[config.mk]
export PLATFORM = sky130hd
export DESIGN_NAME = gray_arb
export DESIGN_NICKNAME = d
export VERILOG_FILES = /design/src/rtl/gray_arb.sv
export SDC_FILE = /design/constraint.sdc
export NUM_CORES = 1
export LEC_CHECK = 0
export BUFFER_PORTS_ARGS = -buffer_cell sky130_fd_sc_hd__buf_2
export CORE_MARGIN = 8
export CORE_UTILIZATION = 39
export CTS_BUF_LIST = sky130_fd_sc_hd__clkbuf_8
export DETAILED_ROUTE_END_ITERATION = 7
export PLACE_DENSITY = 0.81
export SLEW_MARGIN = 10
export SYNTH_ARGS = -nofsm -noshare
export SYNTH_HDL_FRONTEND = slang
export SYNTH_SLANG_ARGS = --single-unit
export TNS_END_PERCENT = 5
[constraint.sdc]
create_clock -name clk -period 3 [get_ports clk]
set_input_delay 0.3 -clock clk [delete_from_list [all_inputs] [get_ports clk]]
set_output_delay 0.3 -clock clk [all_outputs]
set_load 0.05 [all_outputs]
[src/rtl/gray_arb.sv]
// gray_arb: two-master round-robin arbiter in front of a zero-latency grayscale image memory.
// Define GRAY_ARB_STAT_EN to add saturating per-master read counters (m0_cnt / m1_cnt).
module gray_arb #(
    parameter int MAX_BURST = 9
) (
    input  logic        clk,
    input  logic        reset_n,
    input  logic        m0_req,
    input  logic [13:0] m0_addr,
    output logic        m0_gnt,
    output logic [7:0]  m0_data,
    output logic        m0_dvalid,
    input  logic        m1_req,
    input  logic [13:0] m1_addr,
    output logic        m1_gnt,
    output logic [7:0]  m1_data,
    output logic        m1_dvalid,
    input  logic        gray_ready,
    output logic        gray_req,
    output logic [13:0] gray_addr,
    input  logic [7:0]  gray_data
`ifdef GRAY_ARB_STAT_EN
    ,
    output logic [15:0] m0_cnt,
    output logic [15:0] m1_cnt
`endif
);

    typedef enum logic [1:0] {
        IDLE = 2'd0,
        OWN0 = 2'd1,
        OWN1 = 2'd2
    } state_t;

    localparam logic [3:0] BURST_LAST = 4'(MAX_BURST - 1);

    state_t     state, state_nxt;
    logic       last_owner, last_owner_nxt;
    logic [3:0] burst_cnt, burst_cnt_nxt;
    logic       armed;
    logic       owning;
    logic       own_req, other_req, release_own;

    // armed holds off arbitration for one edge after reset so the first grant lands on the second edge
    always_ff @(posedge clk or negedge reset_n) begin
        if (!reset_n) begin
            state      <= IDLE;
            last_owner <= 1'b1;
            burst_cnt  <= 4'd0;
            armed      <= 1'b0;
        end else begin
            state      <= state_nxt;
            last_owner <= last_owner_nxt;
            burst_cnt  <= burst_cnt_nxt;
            armed      <= 1'b1;
        end
    end

    always_comb begin
        owning         = (state == OWN0) || (state == OWN1);
        own_req        = (state == OWN1) ? m1_req : m0_req;
        other_req      = (state == OWN1) ? m0_req : m1_req;
        // staying put implies a dvalid this cycle, so the burst limit only needs the counter and the rival
        release_own    = !own_req || !gray_ready || ((burst_cnt == BURST_LAST) && other_req);

        state_nxt      = state;
        last_owner_nxt = last_owner;
        burst_cnt_nxt  = burst_cnt;
        m0_gnt         = (state == OWN0);
        m1_gnt         = (state == OWN1);
        gray_req       = owning;
        gray_addr      = 14'd0;
        m0_data        = 8'd0;
        m1_data        = 8'd0;
        m0_dvalid      = 1'b0;
        m1_dvalid      = 1'b0;

        case (state)
            IDLE: begin
                if (armed && gray_ready && (m0_req || m1_req)) begin
                    burst_cnt_nxt = 4'd0;
                    state_nxt     = (m0_req && (!m1_req || last_owner)) ? OWN0 : OWN1;
                end
            end
            OWN0: begin
                gray_addr = m0_addr;
                m0_data   = gray_data;
                m0_dvalid = m0_req & gray_ready;
            end
            OWN1: begin
                gray_addr = m1_addr;
                m1_data   = gray_data;
                m1_dvalid = m1_req & gray_ready;
            end
            default: state_nxt = IDLE;
        endcase

        if (owning) begin
            if (release_own) begin
                last_owner_nxt = (state == OWN1);
                burst_cnt_nxt  = 4'd0;
                if (other_req && gray_ready) begin
                    state_nxt = (state == OWN0) ? OWN1 : OWN0;
                end else begin
                    state_nxt = IDLE;
                end
            end else begin
                burst_cnt_nxt = (burst_cnt == BURST_LAST) ? 4'd0 : burst_cnt + 4'd1;
            end
        end
    end

`ifdef GRAY_ARB_STAT_EN
    always_ff @(posedge clk or negedge reset_n) begin
        if (!reset_n) begin
            m0_cnt <= 16'd0;
            m1_cnt <= 16'd0;
        end else begin
            if (m0_dvalid && (m0_cnt != 16'hFFFF)) m0_cnt <= m0_cnt + 16'd1;
            if (m1_dvalid && (m1_cnt != 16'hFFFF)) m1_cnt <= m1_cnt + 16'd1;
        end
    end
`endif

endmodule
# == Word level (Yosys, flattened, before mapping) ==
# Index checks and enable logic that the tools add are counted.
# W data, S select, Z words.
# op_classes
mux,19
bitwise_logic,2
addsub,1
reduce_logical,19
eq_ne,3
# op_table
op,count
$pmux W14 S2,1
$mux W4,5
$mux W8,2
$mux W2,6
$logic_and A1 B1 Y1,5
$logic_or A1 B1 Y1,5
$add A4 B1 Y4 const B,1
$eq A4 B4 Y1 const B,1
$mux W1,4
$pmux W2 S2,1
$reduce_and A2 Y1,2
$reduce_bool A2 Y1,2
$logic_not A1 Y1,3
$and A1 B1 Y1,2
$eq A2 B1 Y1 const B,1
$eq A2 B2 Y1 const B,1
$logic_not A2 Y1,1
$reduce_or A2 Y1,1
# word_totals
reg_bits,8
in_bits,41

# == Logic depth before layout (Yosys ltp) ==
# logic_depth
word_depth,8
mapped_depth,7
ltp_nobuf,6

# == Least setup slack after synthesis ==
# Ideal clock, no wire load.
# synth_path
path_type,register to output
start,reg state[0]
end,out gray_addr[6]
slack_ps,346
stages_incl_launch_ff,7
arrival_time_ps,2354
cell_sequence,dfrtp_1 -> inv_1 -> ha_1 -> buf_4 -> clkbuf_1 -> a22oi_1 -> nor2b_1
# synth_between
elab_chain_len,2
# synth_rtl
item,line,source
start: declaration,37,"state_t state, state_nxt;"
start signal: assignment,52,state <= state_nxt;
$eq A2 B2 Y1,n/a,
named net m1_gnt,15,"output logic m1_gnt,"
$pmux W14 S2,78,case (state)
end: declaration,20,"output logic [13:0] gray_addr,"
# The timed path passes the listed nets, and every way through them passes these cells.

# == Worst setup path in the final report ==
# layout_path
start,reg state[1]
end,out gray_addr[9]
# layout_between
elab_chain_len,2
# layout_rtl
item,line
$eq A2 B2 Y1 / $eq A2 B1 Y1 (equally long branches),78
$pmux W14 S2 (*),78
# Every way passes the cells marked *; elsewhere a longest branch is shown, timed or not.

==> reports/metrics.cfg <==
[run_status]
outcome=finished, final reports clean

[sta]
drv_slew=0
setup_tns_ns=0
rsz0062_at_grt=false
fin_crit_sh=0.7855
worst_pin_slew_ns=0.7636
period_needed_ns=2.357
setup_ws_ns=0.6435
clock_skew_ns=0.005403
hold_viol=0
setup_viol=0
relSlewSlack=0.4910
max_freq_ghz=0.4244
hold_slack_ns=0.4242

[detailed_routing]
ant_nets=0
drt_iter0_markers=43
routed_wl_um=3113
drc=0
viasPerCell=5.043
post_drt_wl_per_cell_um=15.04
dr.pass1.iters=4
vias=1044

[placement]
dp_hpwl_um=2612
portBuffers=75
place.gp.congestion=0.7793
place_ws_ns=0.8816

[cells_and_area]
drive_gt1_frac=0.4972
area_growth_pct=47.95
multi_input_area_um2=669.4
diodes=0
seqCellArea_um2=201.4
fillers=182
fin_nets=228

[setup_path]
cp-end-kind=output port
critical_path.max_stage_delay_ns=0.68
timing.reg2reg.setup_slack_ns=0.87
cp_max_fo=26
required_ns=2.70
cp_top_family=adder cells
critical_path_class=flip-flop to output port
rr_startpoint=state[0]
r2r_cells=6
rr_endpoint=last_owner
startpoint_type=flip-flop
crit_slowest_cell=ha_1
path_buf_inv=2
crit_chain=inv_1 -> ha_1 -> a22oi_1 -> nor2b_1 -> buf_2
crit_arrival_ns=2.06

[synthesis]
synth_fp_nets=153
synth_warnings=0
synthCells=105
avgSynthCellArea_um2=8.723
ys_ff_latch=8
netlist-cell-type-count=32
ys_seq_area_frac=0.2199
synthesis.area_um2=915.9

[clock_tree]
clk_path_buf_depth=2
cts_setup_buffers=0
clkSlewWorstSetupHoldPaths_ns=0.05
worstSkewPairLatency_ns=0.24
cts.sinks=8
cts_buffers=3
cts_resized=0
htree_levels=1
cts_tree=built
root_buffer=clkbuf_8

[floorplanning]
fp.dieArea_um2=4155
start_util=0.4140
core-area_um2=2212
pin_count=76
dieHeight_um=64.46
die_w_um=64.46
num_rows=17

[pwr]
ir_drop_uv=457.8
leakagePower_nw=0.7447
pwr_density_cell_nw_per_um2=803.4

[global_route]
grt_usage=0.1429
overflow=0
grt_pass1_vias=1083
grt_max_degree=27
grt_pass1_wl_um=4926
antenna_found_initial=0

[job]
cap_violations=0

[hold_path]
hold_path_class=primary input to asynchronous set/reset pin

==> report_power, final <==
group / switching (mW) / internal (mW) / leakage [nW]
clock network: 0.0478 / 0.0891 / 0.0269
registers: 0.0212 / 0.130 / 0.104
logic: 0.557 / 0.243 / 0.614
==> how the worst max path moves through the flow <==
| stage | cells after the start | slack (ns) | start | to |
|---|---|---|---|---|
| 2_1_floorplan | 6 | 0.35 | state[0] | gray_addr[6] |
| 3_3_place_gp | 5 | 0.97 | state[1] | gray_addr[12] |
| 3_5_place_dp | 5 | 0.88 | state[1] | gray_addr[12] |
| 4_1_cts | 5 | 0.63 | state[1] | gray_addr[12] |
| 5_1_grt | 5 | 0.47 | state[1] | gray_addr[9] |
| 6_report | 5 | 0.64 | state[1] | gray_addr[9] |
==> metrics by stage <==
stage / power (mW) / util / cell area (um2) / std cells
2_1_floorplan: 0.7916 / - / 915.9 / 105
3_3_place_gp: 0.9359 / 0.5877 / 1300 / 202
3_5_place_dp: 0.9598 / 0.5877 / 1300 / 202
4_1_cts: 1.100 / 0.6126 / 1355 / 207
5_1_grt: 1.158 / 0.6126 / 1355 / 207
6_report: 1.089 / 0.6126 / 1355 / 207
==> synthesized netlist by cell type (all sizes together) <==
master	instances	area (um2)
dfrtp	7	175.2
clkbuf	5	18.77
ha	7	87.58
a41oi	1	8.760
nand4	2	18.77
nor2b	14	87.58
or2	1	8.760
and3	3	18.77
nor2	2	7.510
o211ai	1	12.51
a32o	1	10.01
buf	1	7.510
o211a	1	10.01
nand3b	2	15.01
and2	16	100.1
nand3	1	5.000
o2bb2ai	2	30.03
mux2	2	30.03
o21ai	3	18.77
a22oi	14	105.1
nand2b	2	12.51
conb	1	3.750
o21bai	3	26.27
a2bb2oi	1	8.760
nand2	3	13.77
dfstp	1	26.28
inv	5	18.77
mux2i	3	30.03
==> layer usage <==
layer	global-route usage	wire length, um
met2	0.2646	1561
met3	0.07045	434
met1	0.1350	1056
met5	0	0
met4	0.04360	60
==> layout make-up <==
type,instances,area share
Timing Repair Buffer,76,0.2844
Inverter,5,0.01385
Clock buffer,3,0.03047
Tap cell,28,0.02585
Clock inverter,1,0.002770
Multi-Input combinational cell,86,0.4940
Sequential cell,8,0.1487
==> layout by cell type (no fill, tap or decap), drive strengths merged, types with 2 or more instances in the layout <==
master,netlist,final
nand2,3,3
clkbuf,5,3
nand4,2,2
mux2i,3,3
o21bai,3,3
buf,1,75
nor2,2,2
nand2b,2,2
dfrtp,7,7
a22oi,14,14
inv,5,6
nand3b,2,2
ha,7,7
o2bb2ai,2,2
mux2,2,2
and2,16,16
o21ai,3,3
nor2b,14,14
and3,3,3
==> repair_timing <==
item	in CTS	in global routing
hold buffers	1	0
endpoints found under the setup margin	0	0
hold endpoints to repair	7	0
==> logic make-up (layout without fill, tap and decap cells) <==
logic type	Yosys count	count (layout)	synth area share
and+or+nand+nor	46	46	0.3142
AOI/OAI and AO/OA	27	27	0.2514
muxes	5	5	0.06558
buffers and inverters	11	85	0.04919
DFF	8	8	0.2200
adders and majority gates	7	7	0.09562
other	1	1	0.004094
==> sequential cells by signal (all words and copies together), names as in the netlist <==
register    flops
armed           1
burst_cnt       4
last_owner      1
state           2
Power figures use the tool's default switching activity.
